$ cat config.mk
export PLATFORM = sky130hd
export DESIGN_NAME = instr_encoder_flat
export DESIGN_NICKNAME = d
export VERILOG_FILES = /design/src/rtl/instr_encoder_if.sv /design/src/rtl/instr_encoder.sv /design/src/flat_wrapper.sv
export SDC_FILE = /design/constraint.sdc
export NUM_CORES = 1
export LEC_CHECK = 0
export ABC_AREA = 1
export BUFFER_PORTS_ARGS = -buffer_cell sky130_fd_sc_hd__buf_2
export CORE_ASPECT_RATIO = 2
export CORE_MARGIN = 2
export CORE_UTILIZATION = 56
export CTS_CLUSTER_SIZE = 40
export DETAILED_ROUTE_END_ITERATION = 10
export PLACE_DENSITY = 0.78
export SYNTH_ARGS = -nofsm -noshare
export SYNTH_HDL_FRONTEND = slang
export SYNTH_SLANG_ARGS = --single-unit
$ cat constraint.sdc
create_clock -name clock -period 3 [get_ports clock]
set_clock_uncertainty 0.1 [all_clocks]
set_input_delay 0.3 -clock clock [delete_from_list [all_inputs] [get_ports clock]]
set_output_delay 0.3 -clock clock [all_outputs]
set_load 0.05 [all_outputs]
$ cat src/rtl/instr_encoder_if.sv
// -----------------------------------------------------------------------------
// instr_encoder_if
// Request and instruction-memory write bus of the instruction encoder.
//   req_valid/req_ready   : request handshake
//   req_op/rd/rs1/rs2/imm : symbolic instruction fields
//   mem_we/addr/wdata     : one-cycle instruction-memory write
// master = request source / memory side, slave = instr_encoder.
// -----------------------------------------------------------------------------
interface instr_encoder_if #(
   parameter int ADDR_W = 8
);
   logic              req_valid;
   logic              req_ready;
   logic [5:0]        req_op;
   logic [4:0]        req_rd;
   logic [4:0]        req_rs1;
   logic [4:0]        req_rs2;
   logic [31:0]       req_imm;
   logic              mem_we;
   logic [ADDR_W-1:0] mem_addr;
   logic [31:0]       mem_wdata;

   modport master (
      output req_valid, req_op, req_rd, req_rs1, req_rs2, req_imm,
      input  req_ready, mem_we, mem_addr, mem_wdata
   );

   modport slave (
      input  req_valid, req_op, req_rd, req_rs1, req_rs2, req_imm,
      output req_ready, mem_we, mem_addr, mem_wdata
   );
endinterface

$ cat src/rtl/instr_encoder.sv
// -----------------------------------------------------------------------------
// instr_encoder
// Packs symbolic instruction requests into RV32I words and writes them
// sequentially into instruction memory (program loader / test generator).
//
// Ports:
//   clock       : rising-edge clock
//   reset       : asynchronous active-low reset
//   start       : rewind to BASE_ADDR, clear count/full/err_sticky, abort request
//   bus         : instr_encoder_if.slave (request handshake + memory write)
//   count       : words written since reset/start (ADDR_W+1 bits)
//   full        : count == 2**ADDR_W
//   err         : one-cycle pulse, request rejected
//   err_sticky  : set by err, cleared by start/reset
//   char_out    : 5-char ASCII mnemonic (only with ENC_MNEMONIC_EN defined)
//
// Optional feature macro: ENC_MNEMONIC_EN
// -----------------------------------------------------------------------------
module instr_encoder #(
   parameter int ADDR_W    = 8,
   parameter int BASE_ADDR = 0
) (
   input  logic            clock,
   input  logic            reset,
   input  logic            start,
   instr_encoder_if.slave  bus,
   output logic [ADDR_W:0] count,
   output logic            full,
   output logic            err,
   output logic            err_sticky
`ifdef ENC_MNEMONIC_EN
   ,
   output logic [39:0]     char_out
`endif
);

   typedef enum logic [1:0] {IDLE, PACK, WRITE} state_t;

   localparam logic [ADDR_W-1:0] BASE = ADDR_W'(BASE_ADDR);
   localparam logic [ADDR_W:0]   CAP  = {1'b1, {ADDR_W{1'b0}}};

   state_t             state_q;
   logic [5:0]         op_q;
   logic [4:0]         rd_q, rs1_q, rs2_q;
   logic signed [31:0] imm_q;
   logic [ADDR_W-1:0]  addr_q;      // address of the next write
   logic [ADDR_W-1:0]  mem_addr_q;
   logic               mem_we_q;
   logic [31:0]        mem_wdata_q;
   logic [ADDR_W:0]    count_q;
   logic               full_q, err_q, err_sticky_q;
   logic               accept;
   logic [31:0]        word_d;
   logic               legal_d;

   function automatic logic [31:0] encode(input logic [5:0] op, input logic [4:0] rd,
                                          input logic [4:0] rs1, input logic [4:0] rs2,
                                          input logic signed [31:0] imm);
      logic [2:0] f3;
      logic [6:0] f7;
      f7 = (op == 6'd2 || op == 6'd8 || op == 6'd19) ? 7'h20 : 7'h00;
      case (op)
         6'd3, 6'd17, 6'd21, 6'd26, 6'd29:        f3 = 3'd1;
         6'd4, 6'd12, 6'd22, 6'd27:               f3 = 3'd2;
         6'd5, 6'd13:                             f3 = 3'd3;
         6'd6, 6'd14, 6'd23, 6'd30:               f3 = 3'd4;
         6'd7, 6'd8, 6'd18, 6'd19, 6'd24, 6'd31:  f3 = 3'd5;
         6'd9, 6'd15, 6'd32:                      f3 = 3'd6;
         6'd10, 6'd16, 6'd33:                     f3 = 3'd7;
         default:                                 f3 = 3'd0;
      endcase
      if (op == 6'd0 || op > 6'd37) encode = 32'h0000_0000;
      else if (op <= 6'd10) encode = {f7, rs2, rs1, f3, rd, 7'h33};
      else if (op <= 6'd16) encode = {imm[11:0], rs1, f3, rd, 7'h13};
      else if (op <= 6'd19) encode = {f7, imm[4:0], rs1, f3, rd, 7'h13};
      else if (op <= 6'd24) encode = {imm[11:0], rs1, f3, rd, 7'h03};
      else if (op <= 6'd27) encode = {imm[11:5], rs2, rs1, f3, imm[4:0], 7'h23};
      else if (op <= 6'd33) encode = {imm[12], imm[10:5], rs2, rs1, f3, imm[4:1], imm[11], 7'h63};
      else if (op == 6'd34) encode = {imm[20], imm[10:1], imm[11], imm[19:12], rd, 7'h6F};
      else if (op == 6'd35) encode = {imm[11:0], rs1, f3, rd, 7'h67};
      else if (op == 6'd36) encode = {imm[31:12], rd, 7'h37};
      else                  encode = {imm[31:12], rd, 7'h17};
   endfunction

   // Only the immediate is range-checked; register fields always fit.
   function automatic logic is_legal(input logic [5:0] op, input logic signed [31:0] imm);
      if (op <= 6'd10)
         is_legal = 1'b1;
      else if (op <= 6'd16 || (op >= 6'd20 && op <= 6'd27) || op == 6'd35)
         is_legal = (imm >= -32'sd2048) && (imm <= 32'sd2047);
      else if (op <= 6'd19)
         is_legal = (imm >= 32'sd0) && (imm <= 32'sd31);
      else if (op <= 6'd33)
         is_legal = (imm >= -32'sd4096) && (imm <= 32'sd4094) && !imm[0];
      else if (op == 6'd34)
         is_legal = (imm >= -32'sd1048576) && (imm <= 32'sd1048574) && !imm[0];
      else if (op <= 6'd37)
         is_legal = (imm[11:0] == 12'h000);
      else
         is_legal = 1'b0;
   endfunction

`ifdef ENC_MNEMONIC_EN
   function automatic logic [39:0] mnemonic(input logic [5:0] op);
      case (op)
         6'd0:  mnemonic = "NOP  ";  6'd1:  mnemonic = "ADD  ";  6'd2:  mnemonic = "SUB  ";
         6'd3:  mnemonic = "SLL  ";  6'd4:  mnemonic = "SLT  ";  6'd5:  mnemonic = "SLTU ";
         6'd6:  mnemonic = "XOR  ";  6'd7:  mnemonic = "SRL  ";  6'd8:  mnemonic = "SRA  ";
         6'd9:  mnemonic = "OR   ";  6'd10: mnemonic = "AND  ";  6'd11: mnemonic = "ADDI ";
         6'd12: mnemonic = "SLTI ";  6'd13: mnemonic = "SLTIU";  6'd14: mnemonic = "XORI ";
         6'd15: mnemonic = "ORI  ";  6'd16: mnemonic = "ANDI ";  6'd17: mnemonic = "SLLI ";
         6'd18: mnemonic = "SRLI ";  6'd19: mnemonic = "SRAI ";  6'd20: mnemonic = "LB   ";
         6'd21: mnemonic = "LH   ";  6'd22: mnemonic = "LW   ";  6'd23: mnemonic = "LBU  ";
         6'd24: mnemonic = "LHU  ";  6'd25: mnemonic = "SB   ";  6'd26: mnemonic = "SH   ";
         6'd27: mnemonic = "SW   ";  6'd28: mnemonic = "BEQ  ";  6'd29: mnemonic = "BNE  ";
         6'd30: mnemonic = "BLT  ";  6'd31: mnemonic = "BGE  ";  6'd32: mnemonic = "BLTU ";
         6'd33: mnemonic = "BGEU ";  6'd34: mnemonic = "JAL  ";  6'd35: mnemonic = "JALR ";
         6'd36: mnemonic = "LUI  ";  6'd37: mnemonic = "AUIPC";
         default: mnemonic = "XXXXX";
      endcase
   endfunction
`endif

   // start masks ready combinationally so a simultaneous request is never taken.
   assign bus.req_ready = (state_q == IDLE) && !full_q && !start;
   assign accept        = bus.req_valid && bus.req_ready;
   assign word_d        = encode(op_q, rd_q, rs1_q, rs2_q, imm_q);
   assign legal_d       = is_legal(op_q, imm_q);

   // accept -> fields captured for PACK
   always_ff @(posedge clock) begin
      if (accept) begin
         op_q  <= bus.req_op;
         rd_q  <= bus.req_rd;
         rs1_q <= bus.req_rs1;
         rs2_q <= bus.req_rs2;
         imm_q <= bus.req_imm;
      end
   end

   // PACK -> registered write strobe / error pulse
   always_ff @(posedge clock or negedge reset) begin
      if (!reset) begin
         state_q      <= IDLE;
         mem_we_q     <= 1'b0;
         mem_addr_q   <= BASE;
         mem_wdata_q  <= 32'h0000_0000;
         addr_q       <= BASE;
         count_q      <= '0;
         full_q       <= 1'b0;
         err_q        <= 1'b0;
         err_sticky_q <= 1'b0;
`ifdef ENC_MNEMONIC_EN
         char_out     <= "XXXXX";
`endif
      end else if (start) begin
         state_q      <= IDLE;
         mem_we_q     <= 1'b0;
         addr_q       <= BASE;
         count_q      <= '0;
         full_q       <= 1'b0;
         err_q        <= 1'b0;
         err_sticky_q <= 1'b0;
      end else begin
         mem_we_q <= 1'b0;
         err_q    <= 1'b0;
         case (state_q)
            IDLE:  if (accept) state_q <= PACK;
            PACK: begin
               if (legal_d) begin
                  state_q     <= WRITE;
                  mem_we_q    <= 1'b1;
                  mem_addr_q  <= addr_q;
                  mem_wdata_q <= word_d;
                  addr_q      <= addr_q + ADDR_W'(1);   // wraps naturally at 2**ADDR_W
                  count_q     <= count_q + (ADDR_W+1)'(1);
                  full_q      <= (count_q + (ADDR_W+1)'(1)) == CAP;
`ifdef ENC_MNEMONIC_EN
                  char_out    <= mnemonic(op_q);
`endif
               end else begin
                  state_q      <= IDLE;
                  err_q        <= 1'b1;
                  err_sticky_q <= 1'b1;
`ifdef ENC_MNEMONIC_EN
                  char_out     <= "XXXXX";
`endif
               end
            end
            WRITE:   state_q <= IDLE;
            default: state_q <= IDLE;
         endcase
      end
   end

   assign bus.mem_we    = mem_we_q;
   assign bus.mem_addr  = mem_addr_q;
   assign bus.mem_wdata = mem_wdata_q;
   assign count         = count_q;
   assign full          = full_q;
   assign err           = err_q;
   assign err_sticky    = err_sticky_q;

endmodule

$ cat src/flat_wrapper.sv
// flat-port wrapper written by rule: the top's interface ports become plain ports
module instr_encoder_flat 
#(
   parameter int ADDR_W    = 8,
   parameter int BASE_ADDR = 0
)
  (clock, reset, start, count, full, err, err_sticky, bus_req_valid, bus_req_op, bus_req_rd, bus_req_rs1, bus_req_rs2, bus_req_imm, bus_req_ready, bus_mem_we, bus_mem_addr, bus_mem_wdata);
  instr_encoder_if #(.ADDR_W(ADDR_W)) bus_i ();
  input  logic clock;
  input  logic reset;
  input  logic start;
  output logic [ADDR_W:0] count;
  output logic full;
  output logic err;
  output logic err_sticky;
  input wire logic [$bits(bus_i.req_valid)-1:0] bus_req_valid;
  input wire logic [$bits(bus_i.req_op)-1:0] bus_req_op;
  input wire logic [$bits(bus_i.req_rd)-1:0] bus_req_rd;
  input wire logic [$bits(bus_i.req_rs1)-1:0] bus_req_rs1;
  input wire logic [$bits(bus_i.req_rs2)-1:0] bus_req_rs2;
  input wire logic [$bits(bus_i.req_imm)-1:0] bus_req_imm;
  output wire logic [$bits(bus_i.req_ready)-1:0] bus_req_ready;
  output wire logic [$bits(bus_i.mem_we)-1:0] bus_mem_we;
  output wire logic [$bits(bus_i.mem_addr)-1:0] bus_mem_addr;
  output wire logic [$bits(bus_i.mem_wdata)-1:0] bus_mem_wdata;
  assign bus_i.req_valid = bus_req_valid;
  assign bus_i.req_op = bus_req_op;
  assign bus_i.req_rd = bus_req_rd;
  assign bus_i.req_rs1 = bus_req_rs1;
  assign bus_i.req_rs2 = bus_req_rs2;
  assign bus_i.req_imm = bus_req_imm;
  assign bus_req_ready = bus_i.req_ready;
  assign bus_mem_we = bus_i.mem_we;
  assign bus_mem_addr = bus_i.mem_addr;
  assign bus_mem_wdata = bus_i.mem_wdata;
  instr_encoder #(.ADDR_W(ADDR_W), .BASE_ADDR(BASE_ADDR)) u_core (.clock(clock), .reset(reset), .start(start), .bus(bus_i), .count(count), .full(full), .err(err), .err_sticky(err_sticky));
endmodule
==> key figures, run 1 <==
Cells and area
  – P&R area growth vs syn: 30.4%
  – Final #Nets: 898
  – Final Cell Area: 7680 µm²
  – Layout cells sized above 1: 24.3%
  – Antenna diodes: 0
  – Non-Filler Instances: 982

Synth
  – EDFF count, synth: 53
  – Post-synthesis sequential area ratio: 54.4%
  – Mapped Cells: 662
  – XOR/XNOR Fraction of Synth Area: 1.19%
  – Synth top area share: 27.0%
  – Largest family of logic cells by synthesized area: simple AND/OR/NAND/NOR gates
  – Top_reg_cell synth: dfrtp_1
  – Yosys top cell by area: edfxtp_1
  – Compound-Gate Fraction of Synth Area: 11.6%
  – Top cells by area, synth: edfxtp_1 27%, dfrtp_1 26%, nand2_1 11%
  – Synth warnings: 0
  – Post-synthesis mux area share: 0%
  – Synth Area in Adders: 1.91%
  – Post-Syn Area: about 5900 µm²
  – Synth Area in Simple Gates: 24.4%
  – Synth Net Count: 728
  – Syn Area/Cell: 8.90 µm²
  – Ys async rst share: 52.5%
  – #FFs+latches synth: 118
  – Distinct cells, synth: 45

Pwr
  – Total power: 4.64 mW
  – P_leak: 3.71 nW
  – Maximum VDD drop: 0.474 mV
  – Pwr/cell area: slightly above 600 nW/µm²

STA
  – Final setup viols: 0
  – Max Freq: 0.384 GHz
  – Slew headroom: a little under a quarter
  – RSZ-0062 raised after global routing: no
  – Period minus WS final: ~2.6 ns
  – Post-Route Setup TNS: 0 ns
  – Final slew viol count: 0
  – Fin Hold WS: 0.00271 ns
  – Final worst path period share: between 80% and 90%
  – Final hold viol count: 0
  – Slew of the pin with the lowest slew margin: 1.15 ns

Drt
  – Drt via density: between 5 and 6
  – DRT Pass-1 Iters: 7
  – Antenna viol nets, final: 0
  – Drt drc: 0
  – Iter 0 DRT Violations: 389
  – Routed WL: 14700 µm
  – Vias post-DR: 5198
  – Average wire per standard cell: around 15 µm

Critical path
  – Cell family with most CP delay: compound AO/OA/AOI/OAI gates
  – FF-to-FF path depth: 11
  – Crit. End Element: flop
  – Critical register-to-register path startpoint: u_core.state_q[1]
  – R2R Setup Slk: 0.40 ns
  – WP data arrival: 2.81 ns
  – Largest stage delay on the critical path: between 0.4 and 0.5 ns
  – WP buf/inv: 1
  – Cell Chain, Critical Path: nor2_1 -> nand4_1 -> o21ai_1 -> inv_1 -> ha_1 -> o21ai_0 -> nand3_1 -> o311ai_0 -> nand2_1 -> nand2_1 -> nand2_1
  – Worst Path Max Fanout: 8
  – Worst Setup Start Kind: flop
  – Kind of critical path: flop to flop
  – CP required: 3.21 ns
  – CP most frequent cell: nand2_1
  – CP max stage cell: o21ai_1

Clocking
  – Clk buf depth: 2
  – Clock root cell: clkbuf_16
  – Postcts setup bufs: 0
  – Sinks on Clock Net: 118
  – CTS buffer count: 17
  – CTS tree: yes
  – H-tree Lvls: 4
  – Clk slew on worst S/H paths: 0.06 ns
  – Clk_lat worst skew: 0.41 ns

Floorplan
  – Core box area: between 10000 and 15000 µm²
  – Die Y: between 100 and 150 µm
  – Initial core utilization: 56.9%
  – Width of the die: 76.5 µm
  – Total die area: approximately 11000 µm²
  – # IOs: 111
  – Row count: 53

Run status
  – Status: complete, no violations

GRT
  – First-pass GRT wire length: 23600 µm
  – Initial antenna violation count: 0
  – Overflow after GRT: 0
  – Vias in the first global route: 4968
  – Pin count of the biggest net entering global routing: a little under 80
  – Total track usage: 26.4%

Min path
  – Hold crit path type: primary input to asynchronous set/reset pin

Place
  – Placed cell areas: 6580 µm²
  – Routability Congestion: 0.892
  – DP HPWL: 9320 µm
  – Buffers added on ports: 110
  – Cell total after placement: 897

Run
  – Max-cap viol count: 0
## power breakdown
| group | switching [mW] | internal (mW) |
|---|---|---|
| combinational | 0.576 | 0.243 |
| clock | 0.766 | 1.15 |
| sequential | 0.0842 | 1.82 |
## cells in the mapped netlist (all sizes together), types with 9 or more instances
cell type,instances
nor2,52
nand3,34
inv,69
clkbuf,10
o21ai,80
nand4,10
nand2,203
dfrtp,62
nor3,9
ha,9
edfxtp,53
buf,12
## placed cells by master, fill, tap and decap left out, types with 6 or more instances in the layout
master / n
dfrtp_1: 62
clkbuf_16: 17
dlygate4sd3_1: 53
o21ai_2: 11
inv_2: 6
o21ai_1: 11
nand4_1: 10
nand3b_1: 8
edfxtp_1: 53
inv_1: 62
nor3_1: 9
nand2_2: 23
nand2_1: 179
a21oi_1: 8
o211ai_1: 6
nor2_1: 48
inv_6: 6
nand3_1: 34
o21ai_0: 57
xor2_1: 7
ha_1: 9
buf_4: 9
buf_2: 110
## stage by stage
step | util, % | setup WS, ns
final | 74.3 | 0.397
after global routing | 74.3 | 0.177
after global placement | 63.6 | 0.414
after CTS | 74.3 | 0.303
after detailed placement | 63.6 | 0.335
after floorplan | - | 0.230
## area by class of cell
type	instances	area, µm²
clock inverter	15	143
sequential	118	3200
inverter	69	263
multi-input combinational	453	2310
clock buffer	17	425
tap	137	171
timing repair buffer	173	1170
fill	756	2660
## layer usage
metal | vias to the layer above | share of wire (%) | global-route usage, %
li1 | 2535 | - | -
met4 | 0 | 3.8 | 13.5
met1 | 2400 | 40 | 31.8
met5 | - | 0 | 0
met2 | 219 | 51 | 45.0
met3 | 44 | 5.2 | 5.02
## how the worst max path moves through the flow
stage	from	to	slack, ns	cells past startpoint
after floorplan	u_core.full	flop	0.23	12
after global placement	start	flop	0.41	12
after detailed placement	start	flop	0.34	12
after CTS	u_core.state_q[1]	flop	0.30	11
after global routing	u_core.full	flop	0.18	11
final	u_core.state_q[1]	flop	0.40	11
## logic make-up after synthesis
kind of cell	after synthesis
and+or+nand+nor	324
DFF	118
AOI/OAI and AO/OA	112
buffers and inverters	91
adders and majority gates	9
xor gates and xnor gates	8
## state kept, by name, summed over array words and instances (netlist names), 2 cells and up, named ones only
register              count
u_core.addr_q             8
u_core.rs1_q              5
u_core.state_q            2
u_core.imm_q             32
u_core.bus.mem_wdata     31
u_core.op_q               6
u_core.count              9
u_core.bus.mem_addr       8
u_core.rd_q               5
u_core.rs2_q              5
## repair_timing
item	CTS	global route
gates resized for setup	0	1
endpoints found under the hold margin	53	0
hold buffers	53	0
setup endpoints to repair	0	1
Power figures use the tool's default switching activity.
==> inputs of run 2 (changes only) <==
--- a/config.mk
+++ b/config.mk
@@ -5,7 +5,7 @@
 export SDC_FILE = /design/constraint.sdc
 export NUM_CORES = 1
 export LEC_CHECK = 0
-export ABC_AREA = 1
+export ABC_AREA = 0
 export BUFFER_PORTS_ARGS = -buffer_cell sky130_fd_sc_hd__buf_2
 export CORE_ASPECT_RATIO = 2
 export CORE_MARGIN = 2
==> key figures, run 2 <==
Run status
  – Status: complete, no violations

Critical path
  – Critical register-to-register path startpoint: u_core.imm_q[31]
  – Largest stage delay on the critical path: 0.50 ns (+0.04 ns)
  – Cell family with most CP delay: simple AND/OR/NAND/NOR gates
  – Kind of critical path: flop to flop
  – WP buf/inv: 1 (unchanged)
  – Cell count along the critical path: 8 (-3)
  – R2r endpoint: u_core.addr_q[6]
  – WP data arrival: 3.13 ns (+0.32 ns)
  – R2R Setup Slk: 0.07 ns (-0.33 ns)
  – FF-to-FF path depth: 8 (-3)
  – Crit path from: u_core.imm_q[31]
  – Crit. End Element: flop
  – Worst setup path end: u_core.addr_q[6]
  – Cell Chain, Critical Path: nand2_1 -> or3_1 -> nor4_1 -> nor4b_1 -> a221o_2 -> buf_4 -> a211oi_2 -> mux2_1
  – CP max stage cell: edfxtp_1
  – Worst Path Max Fanout: 13 (+5)
  – Worst Setup Start Kind: flop
  – CP required: 3.20 ns (about the same)

Place
  – Placed cell areas: 6770 µm² (+2.9%)
  – Dpl ws: 0.151 ns (-0.184 ns)
  – Cell total after placement: 766 (-15%)
  – DP HPWL: 10500 µm (+13%)
  – Buffers added on ports: 110 (unchanged)
  – Routability Congestion: 1.01 (+13%)

Drt
  – Average wire per standard cell: 19.5 µm (+30%)
  – Antenna viol nets, final: 0 (unchanged)
  – Vias post-DR: 5147 (-0.98%)
  – Drt drc: 0 (unchanged)
  – Drt via density: 6.03 (+14%)
  – Routed WL: 16600 µm (+13%)
  – Iter 0 DRT Violations: 333 (-14%)
  – DRT Pass-1 Iters: 7 (unchanged)

GRT
  – Pin count of the biggest net entering global routing: 60 (-24%)
  – Vias in the first global route: 5095 (+2.6%)
  – Total track usage: 29.6% (+3.2 points)
  – First-pass GRT wire length: 26000 µm (+10%)
  – Overflow after GRT: 0 (unchanged)
  – Initial antenna violation count: 0 (unchanged)

Pwr
  – P_leak: 3.49 nW (-6.0%)
  – Switch share: 30.2% (-0.54 points)
  – Power share of the combinational group: 18.0% (+0.3 points)
  – Sequential power share: 40.4% (-0.6 points)
  – Switch Pwr: 1.44 mW (+1.1%)
  – Maximum VDD drop: 0.669 mV (+41%)
  – Cell Int Power: 3.33 mW (+3.7%)
  – Clock power share: 41.6% (+0.2 points)
  – Pwr/cell area: 602 nW/µm² (-0.31%)

Cells and area
  – Antenna diodes: 0 (unchanged)
  – Layout Utilization: 75.7% (+1.4 points)
  – Final #Nets: 769 (-14%)
  – Number of fill cells: 716 (-5.3%)
  – Non-Filler Instances: 853 (-13%)
  – Layout cells sized above 1: 28.8% (+4.5 points)
  – Most common cell after layout, fill and taps aside: buf_2
  – Max reg flops: 32 (unchanged)
  – P&R area growth vs syn: 32.7%
  – Final Cell Area: 7930 µm² (+3.2%)
  – Most frequent cells in the layout: 110 x buf_2, 61 x dfrtp_1, 54 x dlygate4sd3_1
  – Largest register by flop count: u_core.imm_q

Clocking
  – H-tree Lvls: 4 (unchanged)
  – Clk slew on worst S/H paths: 0.06 ns (about the same)
  – Clock root cell: clkbuf_16
  – CTS tree: yes
  – Clk buf depth: 2 (unchanged)
  – Sinks on Clock Net: 118 (unchanged)
  – Clk_lat worst skew: 0.42 ns (about the same)
  – CTS buffer count: 17 (unchanged)

Synth
  – #FFs+latches synth: 118 (unchanged)
  – Synth cell count leaders: 62 x dfrtp_1, 53 x edfxtp_1, 41 x nor2_1, 38 x a21oi_1, 33 x nand2_1
  – Count leader, synth: dfrtp_1
  – Post-synthesis sequential area ratio: 53.6% (-0.75 points)
  – Top_reg_cell synth: dfrtp_1
  – Post-Syn Area: 5970 µm² (+1.4%)
  – Synth warnings: 0 (unchanged)
  – Distinct cells, synth: 74 (+64%)
  – Synth top area share: 26.6% (-0.37 points)
  – Mapped Cells: 530 (-20%)
  – Yosys top cell by area: edfxtp_1
  – Syn Area/Cell: 11.3 µm² (+27%)
  – Synth Net Count: 596 (-18%)
  – Ys async rst share: 52.5% (unchanged)
  – EDFF count, synth: 53 (unchanged)
  – Top cells by area, synth: edfxtp_1 27%, dfrtp_1 26%, mux2i_1 3.7%

STA
  – Final worst setup slack: 0.0698 ns (-0.327 ns)
  – Final hold viol count: 0 (unchanged)
  – Final worst path period share: 97.7% (+11 points)
  – RSZ-0062 raised after global routing: yes
  – Final setup viols: 0 (unchanged)
  – Slew of the pin with the lowest slew margin: 0.798 ns (-0.353 ns)
  – Period minus WS final: 2.93 ns (+0.327 ns)
  – Max Freq: 0.341 GHz (-11%)
  – Slew headroom: 46.8% (+24 points)
  – Post-Route Setup TNS: 0 ns (unchanged)
  – Final slew viol count: 0 (unchanged)

Floorplan
  – Total die area: 11600 µm² (+1.3%)
  – Width of the die: 77.0 µm (+0.66%)
  – Row count: 53 (unchanged)
  – Core box area: 10500 µm² (+1.3%)
  – # IOs: 111 (unchanged)
  – Die Y: 150 µm (+0.68%)
  – Initial core utilization: 57.0% (+0.068 points)

Min path
  – Hold path start: bus_req_valid
  – Hold crit path type: primary input to flop

Run
  – Max-cap viol count: 0 (unchanged)
## run 2: cell count changes after synthesis, sizes merged, moves of 20 or more
cell   delta
a21oi    +31
a22o     +20
inv      -61
mux2     +27
mux2i    +22
nand2   -169
nor3     +22
o21ai    -68
## run 2: per-stage QoR
step,power [mW],hold slack (ns)
finish,4.77,0.0630
global route,4.94,0.0685
CTS,4.76,0.00216
detailed placement,2.74,0.331
global placement,2.72,0.316
floorplan,2.50,-0.0956
## run 2: area by class of cell
cell class                 instances  area [µm²]  share of cell area (%)
clock buffer                      20         468                    5.90
tap                              137         171                    2.16
clock inverter                    12         118                    1.48
multi-input combinational        371        2660                    33.5
timing repair buffer             187        1280                    16.1
sequential                       118        3200                    40.4
inverter                           8        30.0                   0.379
## run 2: worst register-to-register path: stages (launching register included)
cell      delay [ns]
edfxtp_1        0.50
nand2_1         0.08
or3_1           0.42
nor4_1          0.36
nor4b_1         0.13
a221o_2         0.48
buf_4           0.20
a211oi_2        0.21
mux2_1          0.34
## run 2: kinds of logic after synthesis
logic type               count (synthesis)  share of synthesized area (%)
AND/OR/NAND/NOR                        191                           16.4
adder cells (fa/ha/maj)                  9                           1.89
flip-flops                             118                           53.6
buffers and inverters                   41                           3.37
XOR/XNOR                                 4                          0.587
AO/OA/AOI/OAI                          118                           15.0
multiplexers                            49                           9.09
## run 2: power groups by stage
| stage | Clock [mW] | Sequential (mW) | Combinational (mW) |
|---|---|---|---|
| after floorplan | 0 | 2.20 | 0.303 |
| after global placement | 0 | 1.94 | 0.776 |
| after global routing | 2.09 | 1.94 | 0.910 |
| final | 1.98 | 1.93 | 0.861 |
| after CTS | 1.99 | 1.92 | 0.849 |
| after detailed placement | 0 | 1.95 | 0.793 |
## run 2: metal layers
metal / GRT usage, % / routed length (µm) / up-vias
met5: 0 / 0 / -
li1: - / - / 2343
met1: 31.2 / 5720 / 2434
met3: 6.33 / 1100 / 73
met4: 17.0 / 872 / 0
met2: 53.8 / 8910 / 297
## run 2: worst min path at each step
stage / to / slack, ns / cells after the start
6_report: u_core.state_q[0] / 0.06 / 2
3_5_place_dp: u_core.count[7] / 0.33 / 1
4_1_cts: u_core.op_q[2] / 0.002 / 1
3_3_place_gp: u_core.count[7] / 0.32 / 1
5_1_grt: u_core.state_q[0] / 0.07 / 2
2_1_floorplan: u_core.addr_q[0] / -0.1 / 0
## run 2: repair_timing
action | 4_1_cts | 5_1_grt
setup buffers | 0 | 1
hold buffers | 52 | 2
resized for setup | 0 | 3
endpoints found under the hold margin | 84 | 2
endpoints found under the setup margin | 0 | 6
